### config.mk
export PLATFORM = sky130hd
export DESIGN_NAME = mem_wb_regfile
export DESIGN_NICKNAME = d
export VERILOG_FILES = /design/src/rtl/mem_wb_regfile_pkg.sv /design/src/rtl/mem_wb_regfile_regfile.sv /design/src/rtl/mem_wb_regfile.sv
export SDC_FILE = /design/constraint.sdc
export NUM_CORES = 2
export LEC_CHECK = 0
export BUFFER_PORTS_ARGS = -buffer_cell sky130_fd_sc_hd__buf_2
export CORE_MARGIN = 3
export CORE_UTILIZATION = 46
export CTS_CLUSTER_DIAMETER = 80
export DETAILED_ROUTE_END_ITERATION = 10
export PLACE_DENSITY = 0.72
export SYNTH_ARGS = -nofsm -noshare
export SYNTH_HDL_FRONTEND = slang
export SYNTH_SLANG_ARGS = --single-unit
### constraint.sdc
create_clock -name clk -period 3.5 [get_ports clk]
set_clock_uncertainty 0.2 [all_clocks]
set_input_delay 0.525 -clock clk [delete_from_list [all_inputs] [get_ports clk]]
set_output_delay 0.525 -clock clk [all_outputs]
set_load 0.005 [all_outputs]
### src/rtl/mem_wb_regfile_pkg.sv
// mem_wb_regfile_pkg: shared widths, enable levels, zero constants and stall-bit indices
package mem_wb_regfile_pkg;
  localparam int RegNum = 32;
  localparam int RegBus = 32;
  localparam int RegAddrBus = 5;
  localparam logic RstEnable = 1'b1;
  localparam logic WriteEnable = 1'b1;
  localparam logic WriteDisable = 1'b0;
  localparam logic ReadEnable = 1'b1;
  localparam logic ReadDisable = 1'b0;
  localparam logic [RegBus-1:0] ZeroWord = '0;
  localparam logic [RegAddrBus-1:0] NOPRegAddr = '0;
  localparam int STALL_MEM = 4;
  localparam int STALL_WB = 5;
endpackage

### src/rtl/mem_wb_regfile_regfile.sv
// mem_wb_regfile_regfile: register array with one write port (we/waddr/wdata) and two bypassed combinational read ports (re/raddr -> rdata)
module mem_wb_regfile_regfile
  import mem_wb_regfile_pkg::*;
#(
  parameter int REG_NUM = RegNum,
  parameter int REG_W = RegBus,
  parameter int ADDR_W = RegAddrBus
) (
  input  logic              clk,
  input  logic              rst,
  input  logic              we,
  input  logic [ADDR_W-1:0] waddr,
  input  logic [REG_W-1:0]  wdata,
  input  logic              re1,
  input  logic [ADDR_W-1:0] raddr1,
  output logic [REG_W-1:0]  rdata1,
  input  logic              re2,
  input  logic [ADDR_W-1:0] raddr2,
  output logic [REG_W-1:0]  rdata2
);
  logic [REG_W-1:0] regs [REG_NUM];
  always_ff @(posedge clk)
    if (rst == RstEnable) regs <= '{default: '0};
    else if (we == WriteEnable && waddr != NOPRegAddr) regs[waddr] <= wdata;
  always_comb begin
    rdata1 = (rst == RstEnable || re1 == ReadDisable || raddr1 == NOPRegAddr) ? '0 :
             (we == WriteEnable && raddr1 == waddr) ? wdata : regs[raddr1];
    rdata2 = (rst == RstEnable || re2 == ReadDisable || raddr2 == NOPRegAddr) ? '0 :
             (we == WriteEnable && raddr2 == waddr) ? wdata : regs[raddr2];
  end
endmodule

### src/rtl/mem_wb_regfile.sv
// mem_wb_regfile: MEM/WB pipeline register (mem_* in, wb_* out, stall/flush control) feeding the register file with read ports re/raddr/rdata 1 and 2
module mem_wb_regfile
  import mem_wb_regfile_pkg::*;
#(
  parameter int REG_NUM = RegNum,
  parameter int REG_W = RegBus,
  parameter int ADDR_W = RegAddrBus
) (
  input  logic              clk,
  input  logic              rst,
  input  logic [5:0]        stall,
  input  logic              flush,
  input  logic [ADDR_W-1:0] mem_wd,
  input  logic              mem_wreg,
  input  logic [REG_W-1:0]  mem_wdata,
  output logic [ADDR_W-1:0] wb_wd,
  output logic              wb_wreg,
  output logic [REG_W-1:0]  wb_wdata,
  input  logic              re1,
  input  logic [ADDR_W-1:0] raddr1,
  output logic [REG_W-1:0]  rdata1,
  input  logic              re2,
  input  logic [ADDR_W-1:0] raddr2,
  output logic [REG_W-1:0]  rdata2
);
  logic unused_stall;
  assign unused_stall = ^stall[3:0];
  always_ff @(posedge clk)
    if (rst == RstEnable || flush || (stall[STALL_MEM] && !stall[STALL_WB])) begin
      wb_wd <= '0;
      wb_wreg <= WriteDisable;
      wb_wdata <= '0;
    end else if (!stall[STALL_MEM]) begin
      wb_wd <= mem_wd;
      wb_wreg <= mem_wreg;
      wb_wdata <= mem_wdata;
    end
  mem_wb_regfile_regfile #(.REG_NUM(REG_NUM), .REG_W(REG_W), .ADDR_W(ADDR_W)) u_regfile (
    .clk(clk), .rst(rst), .we(wb_wreg), .waddr(wb_wd), .wdata(wb_wdata),
    .re1(re1), .raddr1(raddr1), .rdata1(rdata1),
    .re2(re2), .raddr2(raddr2), .rdata2(rdata2)
  );
endmodule

## Word level (Yosys, flattened, before mapping)

Index checks and enable logic that the tools add are counted.

- Bits in registers: 1062
- Latch bits: 0
- RAM bits: 0
- ROM bits: 0
- Input bits: 59
- Memories kept: 0

- Add/sub/neg operators: 0
- $mul: 0
- Divide/modulo/power cells: 0
- Magnitude comparators: 4
- Equal/unequal tests: 2
- Shift operators: 0
- Mux-type cells: 13
- Bitwise operators: 5
- Reductions and logical operators: 15

Operators by type and width:

| cell | count |
|---|---|
| bitwise mux 1024 bit | 1 |
| binary-select mux 32 bit (select 5 bit) | 2 |
| two-way mux 32 bit | 9 |
| demux 32 bit (select 5 bit) | 1 |
| >= comparator 6 bit (second input constant) | 3 |
| NOT 5 -> 6 bit | 3 |
| == test 5 bit | 2 |
| zero test 5 bit | 2 |
| logical OR 1 bit | 6 |
| < comparator 6 x 1 -> 1 bit (second input constant) | 1 |
| logical AND 1 bit | 5 |
| nonzero test 5 bit | 1 |
| NOT 1 bit | 2 |
| zero test 1 bit | 1 |

## Depth between registers and ports, before layout

- Depth after elaboration: 6
- Depth in mapped cells: 9
- Mapped depth without buffers: 5

## Cells and area by module

Synthesis repeated with hierarchy kept, for this count alone.

- Cell total of the unflattened synthesis: 6288
- Area total of the unflattened synthesis: 54312.1 sq um

Modules (own cells, without submodules):

| module | instances | cells an instance | area an instance (sq um) |
|---|---|---|---|
| mem_wb_regfile_regfile | 1 | 6119 | 52736.8 |
| mem_wb_regfile | 1 | 169 | 1575.3 |

## Least setup slack after synthesis

Ideal clock, no wire load.

- Kind: input-to-output
- From: input port raddr1[1]
- To: output port rdata1[0]
- Arrival time: 2.218 ns
- Setup slack: 0.557 ns
- Cell stages on the path: 8
- Cell sequence: buf_2 > buf_6 > buf_2 > clkbuf_1 > mux4_2 > a22oi_1 > nand2_1 > a221o_1

- Word-level cells in the longest chain between the ends: 6
- Elaborated cells between the ends (all ways): 10

Ends and longest elaborated chain:

| item | RTL line | RTL |
|---|---|---|
| start: declaration | mem_wb_regfile.sv:20 | `input logic [ADDR_W-1:0] raddr1,` |
| NOT 5 -> 6 bit (not written as such) | mem_wb_regfile_regfile.sv:27 | `(we == WriteEnable && raddr1 == waddr) ? wdata : regs[raddr1];` |
| binary-select mux 32 bit (select 5 bit) | mem_wb_regfile_regfile.sv:27 |  |
| two-way mux 32 bit (not written as such) (2 in series) | mem_wb_regfile_regfile.sv:27 |  |
| two-way mux 32 bit | mem_wb_regfile_regfile.sv:27 |  |
| two-way mux 32 bit * | mem_wb_regfile_regfile.sv:26 | `rdata1 = (rst == RstEnable \|\| re1 == ReadDisable \|\| raddr1 == NOPRegAddr) ? '0 :` |
| end: declaration | mem_wb_regfile.sv:21 | `output logic [REG_W-1:0] rdata1,` |

Every way passes the cells marked *; elsewhere a longest branch is shown, timed or not. The select of a mux whose other input is x is not followed.

## Worst setup path after layout

- From: register wb_wd[1]
- To: output port rdata2[4]

- Word-level cells in the longest chain between the ends: 4

Ends and longest elaborated chain:

| item | RTL line | RTL |
|---|---|---|
| start: declaration | mem_wb_regfile.sv:16 | `output logic [ADDR_W-1:0] wb_wd,` |
| start signal: assignment | mem_wb_regfile.sv:34 | `wb_wd <= mem_wd;` |
| == test 5 bit | mem_wb_regfile_regfile.sv:29 | `(we == WriteEnable && raddr2 == waddr) ? wdata : regs[raddr2];` |
| logical AND 1 bit | mem_wb_regfile_regfile.sv:29 |  |
| two-way mux 32 bit | mem_wb_regfile_regfile.sv:29 |  |
| two-way mux 32 bit | mem_wb_regfile_regfile.sv:28 | `rdata2 = (rst == RstEnable \|\| re2 == ReadDisable \|\| raddr2 == NOPRegAddr) ? '0 :` |
| end: declaration | mem_wb_regfile.sv:24 | `output logic [REG_W-1:0] rdata2` |

Every way passes these cells.

==> implementation parameters <==
Parameter                              Value

Pwr
  Internal portion of total power ... 20200 uW
  Power per standard cell area ... 426 nW/um2
  Reported net switching power ... 6540 uW
  Leakage ... 0.0218 uW
  Share of power burned in registers ... 45.5%
  Clock network fraction of design power ... 46.7%
  Switching share of power ... 24.5%
  Worst IR drop on VDD ... 0.380 mV
  Fraction of power consumed by combinational cells ... 7.8%

Worst setup path
  Max incr delay on CP ... 450 ps
  Setup slack of the worst register-to-register path ... 340 ps
  Reg2Reg Launch Point ... wb_wreg
  Worst Reg-to-Reg Cells ... 5
  Standard cell with the maximum stage delay on the critical path ... a311oi_4
  Startpoint type of the worst setup path ... register
  Critical path start-end classification ... register to output port
  Worst Path Max Fanout ... 7
  Data required time of the worst path ... 2770 ps
  Worst path cell trace ... xor2_2 > nor4_2 > buf_4 > a311oi_4 > bufbuf_16 > and3_1 > a221o_1 > buf_2
  Crit path arrival time ... 3000 ps
  Critical register-to-register path endpoint ... u_regfile.regs[523]
  Worst Setup End Kind ... output port

Yosys
  Number of enable flip-flop cells after synthesis ... 0
  Main flop type after synthesis ... dfxtp_1
  Post-synthesis sequential element count ... 1062
  Cell taking the most area after synthesis ... dfxtp_1
  Mean Syn Cell Area ... 8.53 um2
  Most area-consuming cells after synthesis ... dfxtp_1 (39%), mux4_2 (16%), nand2_1 (16%)
  Post-synthesis async set-or-reset flop share ... 0%
  Area share of the largest cell type after synthesis ... 39.3%
  Synthesized net count ... 6402
  Gate Count Post-Synth ... 6343
  Netlist Area Pre-Place ... 54100 um2
  Seq/Total Area, Yosys ... 39.3%
  Post-synthesis cell type count ... 38
  Total number of yosys warnings ... 0

Global route
  Overall routing resource usage ... 33.3%
  Maximum number of pins on one net before global-route repair ... 215
  Remaining global-route overflow ... 0
  Global-route wire length before repair ... 307000 um
  Vias in the first global route ... 48500
  Initial antenna violation count ... 5

Place
  Final GP Congestion ... 0.948
  Post-placement worst setup slack ... 87.0 ps
  Post-detailed-placement half-perimeter wirelength ... 127000 um
  Quantity of I/O buffers inserted on ports ... 156

Route
  Via density per instance ... 6.50
  DRC Markers ... 0
  WL final ... 212000 um
  Detailed-route wire length per cell ... 26.6 um
  Number of nets still failing antenna checks after routing ... 0
  Detailed router's first-iteration violation count ... 8503
  Number of iterations in the first detailed-routing pass ... 8
  Total vias in the final route ... 51700

CTS
  Clock tree from TritonCTS ... done
  Max Buffers Root-to-Sink ... 3
  Number of buffers inserted during clock tree synthesis ... 110
  Clock sink count ... 1062
  H-Tree Depth ... 3
  Clk Latency, worst-skew pair ... 720 ps
  Clock transition at the register clock pins on the worst setup and hold paths after CTS ... 60 ps
  Root cell of the clock tree ... clkbuf_16

Min path
  Worst Hold Path EP ... wb_wdata[5]
  Class of the worst hold path ... input port to register
  Worst hold path startpoint ... stall[5]
  Instance count along the most critical hold path ... 3

Finish
  Net total in the final layout ... 6390
  Most common cell after layout, fill and taps aside ... nand2_1
  Proportion of layout cells with a drive suffix above 1 ... 18.1%
  Final design utilization ... 53.8%
  Commonest cells after routing, fill and taps aside ... nand2_1 (2252), dfxtp_1 (1058), a21oi_1 (994)
  Layout area overhead ... 15.8%

Timing
  Final Worst Setup Slack ... -226 ps
  Number of setup violations in the final report ... 63
  Ratio of final minimum period to clock period ... 106%
  Unrepaired setup endpoints after global routing ... yes
  Tightest hold margin ... 200 ps
  Final Hold Violating Endpoints ... 0
  Time the worst path needs with I/O delays and setup ... 3730 ps
  Tightest slew margin relative to the limit ... 24.9%
  Top achievable clock speed ... 268 MHz
  Max Slew Vio Count ... 0
  Least-Margin Pin Slew ... 1130 ps

Floorplanning
  Number of cell rows ... 125
  Die H ... 349 um
  I/O pin cnt ... 161
  Width of the die ... 349 um
  Total Die Area ... 122000 um2
  Core Region ... 116000 um2
  Initial Util ... 46.5%

Status
  Violations in the final reports ... setup timing
  Run status ... complete, but fails checks

Run
  Count of max-cap constraint violations ... 0
-- flip-flops by register name (all words and copies together), names as in the netlist --
register	cells
u_regfile.regs	1024
wb_wdata	32
wb_wd	5
wb_wreg	1
-- cell families after synthesis --
kind of cell           after synthesis  synth area share, %
AO/OA/AOI/OAI                     1313                 13.9
XOR/XNOR                            10                0.162
buffers and inverters              674                 5.43
flip-flops                        1062                 39.3
multiplexers                       746                 22.7
AND/OR/NAND/NOR                   2538                 18.4
-- layer usage --
metal  GRT usage [%]  share of wire [%]  vias to the layer above
li1                -                  -                    22100
met1            41.4                 35                    24600
met5               0             0.0061                        -
met4            23.1                8.0                        2
met2            50.0                 43                     4030
met3            9.52                 14                      955
-- cell type report --
type / instances / area [um2]
Multi-Input combinational cell: 4607 / 30300
Clock buffer: 168 / 3270
Fill cell: 10200 / 53700
Clock inverter: 36 / 544
Inverter: 7 / 26.3
Tap cell: 1524 / 1910
Antenna cell: 7 / 17.5
Timing Repair Buffer: 543 / 5290
Sequential cell: 1062 / 21300
-- critical path, delay by kind of cell (launching register included) --
family	cells	cell delay (ps)
XOR/XNOR	1	210
flip-flops	1	380
AO/OA/AOI/OAI	2	710
buffers and inverters	3	720
AND/OR/NAND/NOR	2	270
-- metrics by stage --
stage / power, uW / area [um2] / instances / setup TNS (ps)
global route: 27300 / 62600 / 7947 / -10730
global placement: 14300 / 57800 / 7681 / 0
CTS: 26600 / 62400 / 7938 / -4810
floorplan: 13500 / 54100 / 6343 / 0
finish: 26700 / 62700 / 7954 / -6610
detailed placement: 14300 / 57800 / 7681 / 0
-- power by group through the flow --
stage	clock network, uW	registers (uW)	logic, uW
floorplan	0	12400	1160
global placement	0	12400	1890
detailed placement	0	12400	1900
CTS	12500	12100	1970
global route	13000	12100	2110
finish	12500	12100	2070
-- worst max path at each step --
stage	start	endpoint	cells after the start
after floorplan	raddr1[1]	rdata1[0]	8
after global placement	raddr1[1]	rdata1[15]	8
after detailed placement	raddr1[1]	rdata1[15]	8
after CTS	wb_wd[4]	rdata1[9]	9
after global routing	wb_wd[3]	rdata2[27]	10
final	wb_wd[1]	rdata2[4]	8
-- Yosys cell counts (8+ instances only) --
cell type and instances:
nand2_1 2269, dfxtp_1 1062, a21oi_1 994, clkbuf_1 470
mux4_2 386, mux2i_1 360, buf_2 138, a221oi_1 124
nor2_1 77, nand3_1 65, and3_1 64, o21ai_0 63
a221o_1 62, a22oi_1 62, nor2b_1 34, buf_4 25
buf_6 19, buf_1 15, xor2_1 8
-- repair_timing --
item / 4_1_cts / 5_1_grt
endpoints found under the setup margin: 64 / 64
resized for setup: 38 / 23
hold buffers: 39 / 0
pin swaps: 43 / 29
cloned: 5 / 5
buffers inserted: 9 / 4
endpoints found under the hold margin: 40 / 0
(Power assumes the default switching activity.)
